$ cat src/rtl/muldiv_ctrl_if.sv
// muldiv_ctrl_if: request, multiplier, divider and HI/LO signals of the HI/LO unit.
interface muldiv_ctrl_if;
  logic        req_valid;
  logic [2:0]  req_op;
  logic [31:0] req_a;
  logic [31:0] req_b;
  logic        flush;
  logic        busy;
  logic [31:0] mul_a;
  logic [31:0] mul_b;
  logic        mul_signed;
  logic [63:0] mul_p;
  logic        div_start;
  logic        div_signed;
  logic [31:0] div_a;
  logic [31:0] div_b;
  logic        div_cancel;
  logic        div_done;
  logic [31:0] div_q;
  logic [31:0] div_r;
  logic [31:0] hi;
  logic [31:0] lo;
  modport master (
    output req_valid, req_op, req_a, req_b, flush, mul_p, div_done, div_q, div_r,
    input  busy, mul_a, mul_b, mul_signed, div_start, div_signed, div_a, div_b, div_cancel, hi, lo
  );
  modport slave (
    input  req_valid, req_op, req_a, req_b, flush, mul_p, div_done, div_q, div_r,
    output busy, mul_a, mul_b, mul_signed, div_start, div_signed, div_a, div_b, div_cancel, hi, lo
  );
endinterface

$ cat src/rtl/muldiv_ctrl.sv
// muldiv_ctrl: sequences MULT/DIV/MTHI/MTLO requests and owns the HI/LO registers.
module muldiv_ctrl #(
  parameter int MUL_LAT = 2,
  parameter int CNT_W   = 3
) (
  input logic         clk,
  input logic         resetn,
  muldiv_ctrl_if.slave bus
);
  typedef enum logic [1:0] {IDLE, MUL_WAIT, DIV_WAIT} state_t;
  state_t           state;
  logic [CNT_W-1:0] cnt;
  always_ff @(posedge clk or negedge resetn) begin
    if (!resetn) begin
      state          <= IDLE;
      cnt            <= '0;
      bus.busy       <= 1'b0;
      bus.hi         <= '0;
      bus.lo         <= '0;
      bus.mul_a      <= '0;
      bus.mul_b      <= '0;
      bus.mul_signed <= 1'b0;
      bus.div_a      <= '0;
      bus.div_b      <= '0;
      bus.div_signed <= 1'b0;
      bus.div_start  <= 1'b0;
      bus.div_cancel <= 1'b0;
    end else begin
      bus.div_start  <= 1'b0;
      bus.div_cancel <= 1'b0;
      case (state)
        IDLE: if (bus.req_valid && !bus.flush) begin
          case (bus.req_op)
            3'd1, 3'd2: begin
              bus.mul_a      <= bus.req_a;
              bus.mul_b      <= bus.req_b;
              bus.mul_signed <= (bus.req_op == 3'd1);
              cnt            <= '0;
              state          <= MUL_WAIT;
              bus.busy       <= 1'b1;
            end
            3'd3, 3'd4: begin
              bus.div_a      <= bus.req_a;
              bus.div_b      <= bus.req_b;
              bus.div_signed <= (bus.req_op == 3'd3);
              bus.div_start  <= 1'b1;
              state          <= DIV_WAIT;
              bus.busy       <= 1'b1;
            end
            3'd5:    bus.hi <= bus.req_a;
            3'd6:    bus.lo <= bus.req_a;
            default: ;
          endcase
        end
        MUL_WAIT: if (bus.flush) begin
          state    <= IDLE;
          bus.busy <= 1'b0;
        end else if (cnt == CNT_W'(MUL_LAT)) begin
          {bus.hi, bus.lo} <= bus.mul_p;
          state            <= IDLE;
          bus.busy         <= 1'b0;
        end else begin
          cnt <= cnt + 1'b1;
        end
        DIV_WAIT: if (bus.flush) begin
          bus.div_cancel <= 1'b1;
          state          <= IDLE;
          bus.busy       <= 1'b0;
        end else if (bus.div_done && !bus.div_start) begin
          bus.lo   <= bus.div_q;
          bus.hi   <= bus.div_r;
          state    <= IDLE;
          bus.busy <= 1'b0;
        end
        default: begin
          state    <= IDLE;
          bus.busy <= 1'b0;
        end
      endcase
    end
  end
endmodule

$ cat src/flat_wrapper.sv
// flat-port wrapper written by rule: the top's interface ports become plain ports
module muldiv_ctrl_flat 
#(
  parameter int MUL_LAT = 2,
  parameter int CNT_W   = 3
)
  (clk, resetn, bus_req_valid, bus_req_op, bus_req_a, bus_req_b, bus_flush, bus_mul_p, bus_div_done, bus_div_q, bus_div_r, bus_busy, bus_mul_a, bus_mul_b, bus_mul_signed, bus_div_start, bus_div_signed, bus_div_a, bus_div_b, bus_div_cancel, bus_hi, bus_lo);
  muldiv_ctrl_if bus_i ();
  input logic clk;
  input logic resetn;
  input wire logic [$bits(bus_i.req_valid)-1:0] bus_req_valid;
  input wire logic [$bits(bus_i.req_op)-1:0] bus_req_op;
  input wire logic [$bits(bus_i.req_a)-1:0] bus_req_a;
  input wire logic [$bits(bus_i.req_b)-1:0] bus_req_b;
  input wire logic [$bits(bus_i.flush)-1:0] bus_flush;
  input wire logic [$bits(bus_i.mul_p)-1:0] bus_mul_p;
  input wire logic [$bits(bus_i.div_done)-1:0] bus_div_done;
  input wire logic [$bits(bus_i.div_q)-1:0] bus_div_q;
  input wire logic [$bits(bus_i.div_r)-1:0] bus_div_r;
  output wire logic [$bits(bus_i.busy)-1:0] bus_busy;
  output wire logic [$bits(bus_i.mul_a)-1:0] bus_mul_a;
  output wire logic [$bits(bus_i.mul_b)-1:0] bus_mul_b;
  output wire logic [$bits(bus_i.mul_signed)-1:0] bus_mul_signed;
  output wire logic [$bits(bus_i.div_start)-1:0] bus_div_start;
  output wire logic [$bits(bus_i.div_signed)-1:0] bus_div_signed;
  output wire logic [$bits(bus_i.div_a)-1:0] bus_div_a;
  output wire logic [$bits(bus_i.div_b)-1:0] bus_div_b;
  output wire logic [$bits(bus_i.div_cancel)-1:0] bus_div_cancel;
  output wire logic [$bits(bus_i.hi)-1:0] bus_hi;
  output wire logic [$bits(bus_i.lo)-1:0] bus_lo;
  assign bus_i.req_valid = bus_req_valid;
  assign bus_i.req_op = bus_req_op;
  assign bus_i.req_a = bus_req_a;
  assign bus_i.req_b = bus_req_b;
  assign bus_i.flush = bus_flush;
  assign bus_i.mul_p = bus_mul_p;
  assign bus_i.div_done = bus_div_done;
  assign bus_i.div_q = bus_div_q;
  assign bus_i.div_r = bus_div_r;
  assign bus_busy = bus_i.busy;
  assign bus_mul_a = bus_i.mul_a;
  assign bus_mul_b = bus_i.mul_b;
  assign bus_mul_signed = bus_i.mul_signed;
  assign bus_div_start = bus_i.div_start;
  assign bus_div_signed = bus_i.div_signed;
  assign bus_div_a = bus_i.div_a;
  assign bus_div_b = bus_i.div_b;
  assign bus_div_cancel = bus_i.div_cancel;
  assign bus_hi = bus_i.hi;
  assign bus_lo = bus_i.lo;
  muldiv_ctrl #(.MUL_LAT(MUL_LAT), .CNT_W(CNT_W)) u_core (.clk(clk), .resetn(resetn), .bus(bus_i));
endmodule
$ cat config.mk
export PLATFORM = sky130hd
export DESIGN_NAME = muldiv_ctrl_flat
export DESIGN_NICKNAME = d
export VERILOG_FILES = /design/src/rtl/muldiv_ctrl_if.sv /design/src/rtl/muldiv_ctrl.sv /design/src/flat_wrapper.sv
export SDC_FILE = /design/constraint.sdc
export NUM_CORES = 1
export LEC_CHECK = 0
export CORE_ASPECT_RATIO = 0.9
export CORE_MARGIN = 3
export CORE_UTILIZATION = 43
export CTS_CLUSTER_DIAMETER = 40
export DETAILED_ROUTE_END_ITERATION = 6
export PLACE_DENSITY = 0.81
export SETUP_SLACK_MARGIN = 0.3
export SLEW_MARGIN = 10
export SYNTH_ARGS = -nofsm -noshare
export SYNTH_HDL_FRONTEND = slang
export SYNTH_SLANG_ARGS = --single-unit
export TNS_END_PERCENT = 5
$ cat constraint.sdc
create_clock -name clk -period 2.7 [get_ports clk]
set_input_delay 0.54 -clock clk [delete_from_list [all_inputs] [get_ports clk]]
set_output_delay 0.54 -clock clk [all_outputs]
set_load 0.1 [all_outputs]
==> flow_summary.ini, run 1 <==
[status]
status = finished, final reports clean

[finish]
regArea_sq_um = 5055
layout_commonest_cell = buf_4
most-common-layout-cells = buf_4, dfrtp_1, clkdlybuf4s50_1, mux2_2, mux2_4
synthToLayoutAreaGrowth_pct = 51.58
drive_gt1_share_pct = 43.07
multiInputGateArea_sq_um = 3836
fillerInstances = 1517
final_nets = 1273
final_area_sq_um = 13940

[flow_run]
maxCapViolCount = 0

[route]
wire_per_inst_um = 21.66
drc_errors = 0
postRouteAntennaNets = 0
via_count = 7240
drt-pass1-iter-count = 4
routed_wl_um = 29800
viasPerCell = 5.262
drtIter0Drc = 365

[worst_setup_path]
slowest_delay_ns = 0.63
critPathLaunchType = register
crit_chain = inv_1 > ha_2 > buf_4 > a22oi_1 > a21oi_1 > mux2_4
end_kind = register
crit_buf_inv = 2
slowest_stage = buf_4
cp_top_family = buffers and inverters
cp.arrival_ns = 2.76
critPathKind = reg -> reg
crit_fanout = 72
ff2ff_setup_slack_ns = 0.40
critPathRequiredTime_ns = 3.17

[synthesis]
syn_nets = 876
ys_seq_elements = 202
ys_warn_count = 0
ys_seq_area_share_pct = 54.96
synth.avg_cell_area_sq_um = 13.73
synth_area_sq_um = 9198
synthDistinctLibCells = 41
synthCells = 670

[timing]
finalMaxSlewViolations = 0
layout_min_cycle_time_ns = 2.295
rsz0062_at_grt = no
fin_tns_setup_ns = 0
hold_viol = 0
slew_headroom_pct = 43.59
tightest_slew_ns = 0.8461
fin_crit_sh_pct = 85.01
final-setup-viol-count = 0
finalClockSkew_ns = 0.02738
max_freq_mhz = 435.7

[global_routing]
grt_pass1_wl_um = 44490
grt_max_degree = 79
grt.overflow.total = 0
first_global_vias = 7492
antenna_found_initial = 1
grt_util_all_layers_pct = 24.53

[cts]
htreeDepth = 1
postCtsHoldBufs = 0
cts.root.buffer_cell = clkbuf_16
numCtsBuffers = 29
cts_tree = yes
cts_setup_buffers = 0
ctsLongestPathBuffers = 3
clk_latency_ns = 0.54
ctsResizeCount = 0
clock-sinks = 202
clk_pin_slew_ns = 0.06

[floorplan]
floorplan.initialDensity_pct = 44.02
die-area_sq_um = 23180
fp.dieH_um = 144.7
fp.dieW_um = 160.2
ios = 397
core_area_sq_um = 20900
core.rowCount = 50

[worst_hold_path]
hold_path_class = in -> async

[place]
dp_hpwl_um = 21920
gp_congestion = 0.8783
dpl_cell_area_sq_um = 12970
portBuffers = 396
==> state kept, by name (all words and copies together) (netlist names), 2 cells and up <==
register,count
u_core.bus.lo,32
u_core.state,2
u_core.bus.hi,32
u_core.bus.div_a,32
u_core.bus.mul_a,32
u_core.bus.mul_b,32
u_core.cnt,3
u_core.bus.div_b,32
==> synthesized netlist by cell type, drive strengths merged <==
cell type    count  share of area [%]
a21o             1              0.082
a21oi           64                3.5
a22o             2               0.19
a22oi           65                5.3
a31oi            3               0.20
and2             1              0.068
and2b            2               0.18
buf             23                2.0
clkbuf          23                1.2
dfrtp          202                 55
dlygate4sd1      3               0.29
ha               6               0.82
inv              5               0.20
mux2           192                 27
nand2            8               0.33
nand2b           5               0.37
nand3            3               0.27
nand3b           2               0.30
nor2            38                1.6
nor2b            1              0.068
nor3             2               0.11
nor4b            1              0.095
o21ai            6               0.33
o21bai           1              0.082
o22ai            2               0.14
o2bb2ai          3               0.29
o31ai            2               0.22
or3              1              0.068
or4              1              0.082
or4bb            1               0.12
xnor2            1              0.095
==> path summary, 6_finish.rpt <==
check | start | end | cells past startpoint
worst min register to register | u_core.bus.busy | u_core.bus.busy | 1
min in group clk | u_core.bus.busy | u_core.bus.busy | 1
max in group asynchronous | resetn | u_core.bus.lo[25] | 2
worst min-delay path | resetn | u_core.bus.hi[22] | 1
worst max register to register | u_core.state[1] | u_core.bus.lo[4] | 6
worst max-delay path | u_core.state[1] | u_core.bus.lo[4] | 6
==> metrics by stage <==
stage | utilization, % | setup slack (ns) | std cells | hold WS [ns]
after detailed placement | 62.08 | 0.1992 | 1322 | 0.4796
final | 66.72 | 0.4046 | 1376 | 0.02090
after global placement | 62.08 | 0.2314 | 1322 | 0.4682
after global routing | 66.72 | 0.3236 | 1376 | 0.07782
after floorplan | - | 0.5589 | 670 | 0.2444
after CTS | 66.71 | 0.4280 | 1375 | 0.07581
==> logic make-up after synthesis <==
group / after synthesis / share of synthesized area (%)
adder cells (fa/ha/maj): 6 / 0.8162
multiplexers: 192 / 26.61
buffers and inverters: 54 / 3.605
XOR/XNOR: 1 / 0.09524
AND/OR/NAND/NOR: 66 / 3.605
AO/OA/AOI/OAI: 149 / 10.31
flip-flops: 202 / 54.96
==> routing by layer <==
metal  GRT usage, %  part of all wire (%)  vias to the layer above
met4          7.580                   3.3                        0
met1          31.08                    40                     3579
li1               -                     -                     3271
met2          40.33                    48                      333
met5              0                     0                        -
met3          8.281                   8.8                       57
==> cell type report <==
type	count	share of cell area, %
clock inverter	20	1.624
multi-input combinational	414	27.52
antenna	1	0.01795
tap	286	2.567
timing repair buffer	415	26.57
clock buffer	33	5.313
sequential	202	36.26
inverter	5	0.1346
Power of run 1 is not shown: default switching activity piles up to over one toggle a cycle in this logic, so the estimate is an artifact.
==> run 2, diff against run 1 <==
--- a/config.mk
+++ b/config.mk
@@ -12,7 +12,7 @@
 export DETAILED_ROUTE_END_ITERATION = 6
 export PLACE_DENSITY = 0.81
 export SETUP_SLACK_MARGIN = 0.3
-export SLEW_MARGIN = 10
+export SLEW_MARGIN = 20
 export SYNTH_ARGS = -nofsm -noshare
 export SYNTH_HDL_FRONTEND = slang
 export SYNTH_SLANG_ARGS = --single-unit
==> results of run 2 <==
Final layout, timing and power as in run 1 (identical DEF).
Power of run 2 is left out for the same reason.
